`src/rtl/lock_code_sender_pkg.sv`:
```
// Shared definitions for the code sender and the lock it drives:
// state encoding, default timing parameters and the symbol-to-button mapping.
package lock_code_sender_pkg;

    localparam int DEF_CODE_LEN   = 5;
    localparam int DEF_TIMEOUT    = 8;
    localparam int DEF_GAP_CYCLES = 2;
    localparam int DEF_MAX_TRIES  = 3;

    typedef enum logic [2:0] {
        ST_IDLE,
        ST_SEND,
        ST_WAIT,
        ST_GAP,
        ST_FIN
    } state_e;

    // Returns {Button_1, Button_0} for one code symbol.
    function automatic logic [1:0] press(input logic sym);
        return {sym, ~sym};
    endfunction

endpackage

```
`src/rtl/lock_timer.sv`:
```
// Loadable down-counter with an expiry flag; saturates at zero, so it never wraps.
module lock_timer #(
    parameter int WIDTH = 4
) (
    input  logic             clk,
    input  logic             rst_n,
    input  logic             load_i,
    input  logic [WIDTH-1:0] load_val_i,
    output logic             expired_o
);

    logic [WIDTH-1:0] count_q, count_d;

    always_comb begin
        count_d = count_q;
        if (load_i) begin
            count_d = load_val_i;
        end else if (count_q != '0) begin
            count_d = count_q - 1'b1;
        end
    end

    // NOTE: state registers always use non-blocking assignments so every flop
    // samples the pre-edge values, independent of block evaluation order.
    always_ff @(posedge clk or negedge rst_n) begin
        if (!rst_n) begin
            count_q <= '0;
        end else begin
            count_q <= count_d;
        end
    end

    assign expired_o = (count_q == '0);

endmodule

```
`src/rtl/lock_code_sender.sv`:
```
// Replays a stored code onto a two-button lock, waits for unlock, and retries
// after a timeout and an idle gap, up to MAX_TRIES attempts.
module lock_code_sender
    import lock_code_sender_pkg::*;
#(
    parameter int CODE_LEN   = DEF_CODE_LEN,
    parameter int TIMEOUT    = DEF_TIMEOUT,
    parameter int GAP_CYCLES = DEF_GAP_CYCLES,
    parameter int MAX_TRIES  = DEF_MAX_TRIES
) (
    input  logic                         clk,
    input  logic                         rst,
    input  logic                         start,
    input  logic [CODE_LEN-1:0]          code,
    input  logic                         abort,
    input  logic                         unlock,
    output logic                         Button_0,
    output logic                         Button_1,
    output logic                         busy,
    output logic                         done,
    output logic                         success,
    output logic [$clog2(MAX_TRIES+1)-1:0] tries
);

    localparam int IDX_W   = (CODE_LEN > 1) ? $clog2(CODE_LEN) : 1;
    localparam int TRY_W   = $clog2(MAX_TRIES + 1);
    localparam int TMR_MAX = (TIMEOUT > GAP_CYCLES) ? TIMEOUT : GAP_CYCLES;
    localparam int TMR_W   = $clog2(TMR_MAX + 1);

    localparam logic [IDX_W-1:0] LAST_IDX  = IDX_W'(CODE_LEN - 1);
    localparam logic [TRY_W-1:0] MAX_T     = TRY_W'(MAX_TRIES);
    localparam logic [TMR_W-1:0] WAIT_LOAD = TMR_W'(TIMEOUT - 1);
    localparam logic [TMR_W-1:0] GAP_LOAD  = TMR_W'(GAP_CYCLES - 1);

    state_e              state_q;
    logic [CODE_LEN-1:0] shadow_q;
    logic [IDX_W-1:0]    idx_q;
    logic [TRY_W-1:0]    tries_q;
    logic                btn0_q, btn1_q, busy_q, done_q, success_q;

    logic                tmr_load, tmr_expired;
    logic [TMR_W-1:0]    tmr_val;

    // The timer is held loaded outside WAIT/GAP, so it arrives in WAIT already
    // at TIMEOUT-1; WAIT expiry reloads it with the gap length for GAP.
    assign tmr_load = !(state_q == ST_WAIT || state_q == ST_GAP) || tmr_expired;
    assign tmr_val  = (state_q == ST_WAIT) ? GAP_LOAD : WAIT_LOAD;

    lock_timer #(.WIDTH(TMR_W)) u_timer (
        .clk        (clk),
        .rst_n      (rst),
        .load_i     (tmr_load),
        .load_val_i (tmr_val),
        .expired_o  (tmr_expired)
    );

    always_ff @(posedge clk or negedge rst) begin
        if (!rst) begin
            state_q   <= ST_IDLE;
            shadow_q  <= '0;
            idx_q     <= '0;
            tries_q   <= '0;
            btn0_q    <= 1'b0;
            btn1_q    <= 1'b0;
            busy_q    <= 1'b0;
            done_q    <= 1'b0;
            success_q <= 1'b0;
        end else begin
            done_q <= 1'b0;
            if (state_q != ST_IDLE && abort) begin
                state_q <= ST_IDLE;
                busy_q  <= 1'b0;
                btn0_q  <= 1'b0;
                btn1_q  <= 1'b0;
            end else begin
                case (state_q)
                    ST_IDLE: if (start) begin
                        shadow_q             <= code;
                        tries_q              <= '0;
                        success_q            <= 1'b0;
                        idx_q                <= '0;
                        {btn1_q, btn0_q}     <= press(code[0]);
                        busy_q               <= 1'b1;
                        state_q              <= ST_SEND;
                    end
                    ST_SEND: if (idx_q == LAST_IDX) begin
                        tries_q          <= tries_q + ((tries_q != MAX_T) ? 1'b1 : 1'b0);
                        {btn1_q, btn0_q} <= 2'b00;
                        if (unlock) begin
                            success_q <= 1'b1;
                            done_q    <= 1'b1;
                            state_q   <= ST_FIN;
                        end else begin
                            state_q <= ST_WAIT;
                        end
                    end else begin
                        idx_q            <= idx_q + 1'b1;
                        {btn1_q, btn0_q} <= press(shadow_q[idx_q + 1'b1]);
                    end
                    // Unlock outranks a simultaneous timeout.
                    ST_WAIT: if (unlock) begin
                        success_q <= 1'b1;
                        done_q    <= 1'b1;
                        state_q   <= ST_FIN;
                    end else if (tmr_expired) begin
                        if (tries_q < MAX_T) begin
                            state_q <= ST_GAP;
                        end else begin
                            done_q  <= 1'b1;
                            state_q <= ST_FIN;
                        end
                    end
                    ST_GAP: if (tmr_expired) begin
                        idx_q            <= '0;
                        {btn1_q, btn0_q} <= press(shadow_q[0]);
                        state_q          <= ST_SEND;
                    end
                    ST_FIN: begin
                        busy_q  <= 1'b0;
                        state_q <= ST_IDLE;
                    end
                    default: begin
                        busy_q  <= 1'b0;
                        state_q <= ST_IDLE;
                    end
                endcase
            end
        end
    end

    assign Button_0 = btn0_q;
    assign Button_1 = btn1_q;
    assign busy     = busy_q;
    assign done     = done_q;
    assign success  = success_q;
    assign tries    = tries_q;

endmodule
```
`config.mk`:
```
export PLATFORM = sky130hd
export DESIGN_NAME = lock_code_sender
export DESIGN_NICKNAME = d
export VERILOG_FILES = /design/src/rtl/lock_code_sender_pkg.sv /design/src/rtl/lock_timer.sv /design/src/rtl/lock_code_sender.sv
export SDC_FILE = /design/constraint.sdc
export NUM_CORES = 1
export LEC_CHECK = 0
export CAP_MARGIN = 30
export CORE_MARGIN = 8
export CORE_UTILIZATION = 25
export CTS_CLUSTER_DIAMETER = 60
export DETAILED_ROUTE_END_ITERATION = 10
export MAX_ROUTING_LAYER = met4
export PLACE_DENSITY_LB_ADDON = 0.25
export SETUP_SLACK_MARGIN = 0.2
export SYNTH_ARGS = -nofsm -noshare
export SYNTH_HDL_FRONTEND = slang
export SYNTH_HIERARCHICAL = 1
export SYNTH_SLANG_ARGS = --single-unit
```
`constraint.sdc`:
```
create_clock -name clk -period 4.06 [get_ports clk]
set_input_delay 0.812 -clock clk [delete_from_list [all_inputs] [get_ports clk]]
set_output_delay 0.812 -clock clk [all_outputs]
set_load 0.02 [all_outputs]
```
== Yosys cells after proc, flatten, opt, wreduce, memory -nomap -nowiden ==
Index checks and enable logic that the tools add are counted.
Widths: inputs -> output; s select.
Storage, ports and cells
  bits in read-only memories: 0
  input port bits: 10
  register bits: 22
  RAM bits: 0
  bits in latches: 0
  output and inout port bits: 7
  logic and storage cells: 100
  memories kept: 0
Operators by class
  multiplexer cells: 46
  $mul: 0
  bitwise gates (word level): 4
  add/subtract/negate cells: 3
  magnitude comparators: 2
  reduce and logical (&&, ||, !) cells: 21
  shifts and indexed selects: 0
  divide/modulo/power cells: 0
  equality and inequality tests: 14
Operators with widths (count)
  $mux 3: 12
  $mux 1: 21
  $pmux 3 s4: 1
  $reduce_and 4->1: 3
  $ne 2x2->1 const B: 5
  $pmux 1 s3: 3
  $pmux 3 s3: 1
  $reduce_bool 3->1: 3
  $mux 4: 2
  $reduce_bool 4->1: 2
  $eq 3x2->1 const B: 2
  $ne 3x3->1 const B: 2
  $reduce_and 3->1: 2
  $reduce_and 5->1: 1
  $logic_not 4->1: 1
  $lt 3x4->1 const B: 1
  $mux 2: 2
  $ne 4x3->1 const B: 1
  $not 1->1: 4
  $pmux 1 s2: 2
  $pmux 2 s2: 1
  $reduce_bool 2->1: 2
  $sub 4x1->4 const B: 1
  $add 3x1->3 const B: 1
  other kinds (13): 14

== Depth between registers and ports, before layout ==
Gate-level depths: netlist of run 1.
  depth in word-level cells: 7
  depth in mapped cells: 8
  depth with buffers taken out: 7

== Hierarchy ==
Netlist of run 1, hierarchy kept.
Modules (own cells, without submodules)
  lock_code_sender: times used 1, area an instance 1088.5 sq um, cells an instance 125, sequential area each 450.4 sq um
  lock_timer: times used 1, area an instance 234.0 sq um, cells an instance 22, sequential area each 100.1 sq um

== Least setup slack after synthesis of run 1 ==
Ideal clock, no wire load.
  kind: input -> register
  from: in abort
  to: reg idx_q[2]
  stages on the path: 4
  data arrival time: 1.748 ns
  setup slack: 2.188 ns
  setup time: 0.124 ns
  data required time: 3.936 ns
  buffers on the path: 1
  path through: clkbuf_1 -> o21bai_1 -> a211o_1 -> a211o_1
Between the ends
  longest elaborated chain between the ends: 3
RTL lines
  from (decl): line lock_code_sender.sv:15  | input logic abort,
  $logic_and 1x1->1: line lock_code_sender.sv:70  | if (state_q != ST_IDLE && abort) begin
  $not 1->1 (no source line)
  $reduce_and 5->1 (no source line)
  to (signal assigned): line lock_code_sender.sv:97  | idx_q <= idx_q + 1'b1;
  to (decl): line lock_code_sender.sv:37  | logic [IDX_W-1:0] idx_q;
No other way between the ends.
A chain may end at the register's enable or synchronous reset.

== Worst setup path after layout of run 1 ==
  from: reg state_q[1]
  to: reg state_q[1]
Between the ends
  longest elaborated chain between the ends: 4
  elaborated cells on any way between the ends: 13
  classes of those cells: eq/ne: 7; mux: 2; reduce/logical: 4
RTL lines
  from (decl): line lock_code_sender.sv:35  | state_e state_q;
  from (signal assigned): line lock_code_sender.sv:59  | state_q <= ST_IDLE;
  from (signal assigned): line lock_code_sender.sv:71  | state_q <= ST_IDLE;
  from (signal assigned): line lock_code_sender.sv:84  | state_q <= ST_SEND;
  $reduce_bool 3->1: line lock_code_sender.sv:70
  $logic_and 1x1->1: line lock_code_sender.sv:70
  $ne 4x3->1 (no source line) (tied with other cells)
  $reduce_and 4->1 (no source line)
Several ways; a longest one is shown, not always the timed one.

==> metrics, run 1 <==
status finished clean; initial antenna violation count 0; number of global-route vias before repair approximately 1100; HP Class flop to flop; met1 usage 0.106; GRT Total Usage 0.0918; Hold Buf Count CTS 0; post-synthesis mux area share 0.0728; IO Port Bufs 16; Synth Area in Compound Gates 0.143; # setup viols final 0; Final Hold Fails 0; Die W between 80 and 90 um; Crit Path Max Fanout 20; Top FF cell, synth dfrtp_1; core area between 0.005 and 0.006 sq mm; final period utilization 0.538; Synth top cells by count nand2_1 (26), dfrtp_1 (22), nor2_1 (9); htree depth 1; Area growth syn-to-layout 21.3%; cell row count 26; drt wl/cell 13.8 um; RSZ-0062 raised after global routing no; post-synthesis sequential area ratio 0.416; Min-Delay Path Depth 2; clk_lat worst skew 260 ps; number of nets with antenna violations after routing 0; via count 1084; Yosys top cell area share 0.416; Slew @ Worst Pin 593 ps; io pins 17; Req. time, crit path about 4200 ps; Setup TNS Final 0 ps; max frequency 0.458 GHz; total grt overflow 0; slowest cell on the critical path dfrtp_1; Clock Skew 2.44 ps; P per Cell Area 624 mW/mm^2; hpwl dp between 2000 and 2500 um; Synth async-reset ratio 1.00; syn_nets 160; Worst path depth 4; met2 GRT Util 0.149; worst vdd ir 197 uV; CTS Buffer Depth 2; most numerous cell in the Yosys netlist nand2_1; Setup crit end kind flop; Initial Util 0.259; Post-Synth XOR/XNOR Area 0.0199; Max-Cap Viols 0; EDFF count, synth 0; CP delay by family, top flip-flops; worst rel slew slack 0.604; largest family of logic cells by synthesized area simple AND/OR/NAND/NOR gates; CP Data Arrival Time between 2000 and 2500 ps; Cell Area, Synth 0.00132 sq mm; met3 usage 0.0269; Die Y ~89 um; first-pass GRT wire length 5440 um; Synth area leader dfrtp_1; critical path startpoint category flop; Yosys cell types 40; post-CTS setup buffers 0; CTS Root Cell clkbuf_8; residual DRC count 0; Worst-path clk slew 80 ps; CTS Buf Count 3; cell chain of the critical path or3b_1, o32a_1, o21ai_0, mux2_2; Synth Area per Inst ~9.0 sq um; CTS tree built; drt pass-1 iters 4; CP peak stage delay 730 ps; Simple-Gate Fraction of Synth Area 0.267; CP Class flop to flop; 1st-iter DRT viols 62; PostCTS Resize Cnt 0; Buf+Inv Stages, Crit Path 0; post-synthesis register bit count 22; share of cells above drive strength 1 0.0688; Mapped Cells 147; gp weighted congestion 0.880; Leak Pwr 0.689 nW; Adder-Cell Fraction of Synth Area 0.0284; clock sink total 22; yosys warns 6; worst r2r path cells 4; routed vias/inst about 4.7; largest net degree at the start of global routing 21; top cells by area, synth dfrtp_1 (42%), nand2_1 (7.4%), mux2i_1 (3.0%), nor3_1 (3.0%), ha_1 (2.8%); Final min period 2190 ps; final wirelength 3180 um; die area 0.00787 sq mm; most used routing layer met2; diode count 0; fin util 0.314; Nets 174; max-slew violations 0
[worst paths after layout]
kind,from,end,slack [ps]
max in group asynchronous,rst,shadow_q[1]$_DFFE_PN0P_,2660
hold reg to reg,shadow_q[4]$_DFFE_PN0P_,shadow_q[4]$_DFFE_PN0P_,470
setup reg to reg,state_q[1]$_DFFE_PN0P_,state_q[1]$_DFFE_PN0P_,1870
setup / recovery,state_q[1]$_DFFE_PN0P_,state_q[1]$_DFFE_PN0P_,1870
min in group asynchronous,rst,u_timer/count_q[0]$_DFFE_PN0P_,910
hold / removal,shadow_q[4]$_DFFE_PN0P_,shadow_q[4]$_DFFE_PN0P_,470
[through the flow]
step,power [mW],cell area [sq um],setup WS [ps],hold WS (ps),std cells
final,1.00,1600,1870,474,230
after global routing,1.09,1600,1680,516,230
after CTS,1.02,1600,1880,486,230
after detailed placement,0.855,1550,1630,465,226
after global placement,0.839,1530,1650,459,225
after floorplan,0.720,1320,2190,439,147
[cell usage in the layout (no fill, tap or decap), types with 4 or more instances in the layout]
cell type	instances
a21oi_1	6
clkbuf_8	4
clkdlybuf4s50_1	16
dfrtp_1	22
inv_1	7
mux2i_1	4
nand2_1	26
nor2_1	9
nor3_1	8
o21ai_0	7
[logic make-up after synthesis]
group	Yosys count
other cells	2
simple gates	66
xor+xnor	3
buf+inv	15
fa+ha+maj	3
mux	8
compound gates	28
flops	22
[flip-flops by register name, indices dropped and copies added (netlist names)]
| register | count |
|---|---|
| Button_0 | 1 |
| state_q | 3 |
| busy | 1 |
| shadow_q | 5 |
| done | 1 |
| idx_q | 3 |
| tries | 2 |
| u_timer/count_q | 4 |
| success | 1 |
| Button_1 | 1 |
[per-layer routing]
metal / up-vias / wire length [um] / part of all wire
met3: 2 / 108 / 0.034
met1: 532 / 1490 / 0.47
met4: 0 / 21 / 0.0066
met5: - / 0 / 0
met2: 11 / 1560 / 0.49
li1: 539 / - / -
[cell type report]
cell class | instances | area (sq um)
timing repair buffer | 17 | 175
multi-input combinational | 110 | 709
clock buffer | 4 | 55.1
fill | 559 | 3500
inverter | 7 | 26.3
tap | 70 | 87.6
sequential | 22 | 551
[report_power, final]
part	switching (mW)	internal, mW	leakage (nW)
clock network	0.0716	0.0865	0.0288
logic	0.242	0.222	0.385
registers	0.0840	0.296	0.276
[worst reg2reg max path, stage by stage, from the launching register on]
cell and delay (ps):
dfrtp_1 730, or3b_1 480, o32a_1 340, o21ai_0 180
mux2_2 350
Power figures use the tool's default switching activity.
==> inputs of run 2 (changes only) <==
==> constraint.sdc (replaced) <==
create_clock -name clk -period 1.9 [get_ports clk]
set_input_delay 0.38 -clock clk [delete_from_list [all_inputs] [get_ports clk]]
set_output_delay 0.38 -clock clk [all_outputs]
set_load 0.02 [all_outputs]
==> run 2 against run 1 <==
First-iteration DRC count fell by 58%. Hold slack got worse by 3.7 ps. Clock power rose by 120%. Design area rose by 21%. Combinational power rose to 3.3 times the previous value. Sequential cell count did not move. Clock-buffer cell count did not move. Clock skew barely moved. Sequential share of layout area fell by 5.9 points. Critical path type unchanged. Critical endpoint is now idx_q[0]$_DFFE_PN0P_. Highest routed layer unchanged.
==> metrics, run 2 (same netlist as run 1, synthesis figures left out) <==
status finished clean (unchanged); area occupied by multi-input gates 841 sq um (was 709 sq um); Finished Layout Cells 259 (was 230); max frequency 0.563 GHz (was 0.458 GHz); first-pass GRT wire length 5590 um (was 5440 um); CP Data Arrival Time 1930 ps (was 2340 ps); worst vdd ir 482 uV (was 197 uV); Die Y 88.7 um (unchanged); Initial Util 0.259 (unchanged); clock sink total 22 (unchanged); WL met1 1600 um (was 1490 um); die area 0.00787 sq mm (unchanged); drt pass-1 iters 4 (unchanged); Largest Register shadow_q (unchanged); Area growth syn-to-layout 47.3% (was 21.3%); hpwl dp 2550 um (was 2400 um); Layout fillers 533 (was 559); slowest cell on the critical path dfrtp_1 (unchanged); CTS Buf Count 3 (unchanged); cell chain of the critical path inv_2, ha_4, and4b_4, or3_1, a211o_1, mux2_4 (was or3b_1, o32a_1, o21ai_0, mux2_2); P per Cell Area 1360 mW/mm^2 (was 624 mW/mm^2); residual DRC count 0 (unchanged); initial antenna violation count 0 (unchanged); Buf+Inv Stages, Crit Path 1 (was 0); clk_lat worst skew 270 ps (was 260 ps); final wirelength 3490 um (was 3180 um); gp weighted congestion 0.889 (was 0.880); number of global-route vias before repair 1252 (was 1112); top routing layer in use met4 (unchanged); via count 1200 (was 1084); total chip power 2.65 mW (was 1.00 mW); drt wl/cell 13.5 um (was 13.8 um); Worst Hold Margin 470 ps (was 474 ps); Crit Path Max Fanout 3 (was 20); GRT Total Usage 0.0921 (was 0.0918); Register Area 554 sq um (was 551 sq um); htree depth 1 (unchanged); DR WL met3 146 um (was 108 um); Clock Skew 2.32 ps (was 2.44 ps); CP delay by family, top simple AND/OR/NAND/NOR gates (was flip-flops); Final Hold Fails 0 (unchanged); max-slew violations 0 (unchanged); wire length on met2 1700 um (was 1560 um); critical path startpoint category flop (unchanged); # setup viols final 0 (unchanged); cell area after placement 0.00171 sq mm (was 0.00155 sq mm); routed vias/inst 4.63 (was 4.71); CP peak stage delay 390 ps (was 730 ps); CP Class flop to flop (unchanged); number of nets with antenna violations after routing 0 (unchanged); IO Port Bufs 16 (unchanged); HP Class primary input to asynchronous set/reset pin (was flop to flop); core area 0.00511 sq mm (unchanged); biggest regs shadow_q x5, u_timer/count_q x4 (unchanged); placed insts 245 (was 226); diode count 0 (unchanged); io pins 17 (unchanged); Req. time, crit path 2060 ps (was 4210 ps); Leak Pwr 0.862 nW (was 0.689 nW); CTS tree built (unchanged); most common cell after layout, fill and taps aside buf_4 (was nand2_1); Max-Cap Viols 0 (unchanged); CTS Root Cell clkbuf_8 (unchanged); largest net degree at the start of global routing 23 (was 21); RSZ-0062 raised after global routing yes (was no); cell row count 26 (unchanged); share of cells above drive strength 1 0.344 (was 0.0688); 1st-iter DRT viols 26 (was 62); Setup crit end kind flop (unchanged); Hold Buf Count CTS 0 (unchanged); final period utilization 0.934 (was 0.538); number of flip-flops in the largest register 5 (unchanged); Worst-path clk slew 80 ps (about the same); commonest non-fill, non-tap cells in the layout buf_4 (28), nand2_1 (23), dfrtp_1 (19) (was nand2_1 (26), dfrtp_1 (22), clkdlybuf4s50_1 (16)); CTS Buffer Depth 2 (unchanged); Nets 203 (was 174); Final min period 1780 ps (was 2190 ps); total grt overflow 0 (unchanged); Final Cell Area 0.00195 sq mm (was 0.00160 sq mm); Die W 88.7 um (unchanged)
-- run 2: cell count changes in the layout (fill, tap and decap cells not counted), sizes merged --
cell,change
clkdlybuf4s50,-1
buf,+29
dlygate4sd2,+1
-- run 2: cell type report --
class,instances,share of cell area
Multi-Input combinational cell,110,0.432
Tap cell,70,0.0450
Inverter,7,0.0135
Clock buffer,4,0.0283
Sequential cell,22,0.285
Timing Repair Buffer,46,0.197
-- run 2: path summary, 6_finish.rpt --
check                                   startpoint                              to  slack (ps)  cells past startpoint
max                           idx_q[0]$_DFFE_PN0P_            idx_q[0]$_DFFE_PN0P_         120                      6
min                                            rst  u_timer/count_q[0]$_DFFE_PN0P_         470                      2
max reg2reg                   idx_q[0]$_DFFE_PN0P_            idx_q[0]$_DFFE_PN0P_         120                      6
min reg2reg                shadow_q[1]$_DFFE_PN0P_         shadow_q[1]$_DFFE_PN0P_         480                      2
max in group asynchronous                      rst          state_q[2]$_DFFE_PN0P_        1180                      2
min in group clk           shadow_q[1]$_DFFE_PN0P_         shadow_q[1]$_DFFE_PN0P_         480                      2
-- run 2: power by group --
group | switching [mW] | total, mW | internal, mW
Combinational | 0.728 | 1.53 | 0.802
Clock | 0.160 | 0.345 | 0.185
Sequential | 0.134 | 0.771 | 0.637
-- run 2: per-stage QoR --
step                      worst slack, ps   util  TNS (ps)
final                                 125  0.381         0
after global routing                 43.2  0.381         0
after CTS                            91.6  0.365         0
after detailed placement            -33.5  0.334     -84.5
after global placement               6.15  0.334         0
after floorplan                       125      -         0
-- run 2: routing by layer --
metal  vias to the layer above  global-route usage
met5                         -                   -
met4                         0              0.0261
met3                         6              0.0251
met2                        22               0.156
met1                       574               0.104
li1                        598                   -
-- run 2: what timing repair did --
item                                    CTS  global route
endpoints found under the setup margin   10            17
pin swaps                                 9            11
setup buffers                             6             4
gates resized for setup                  19            13
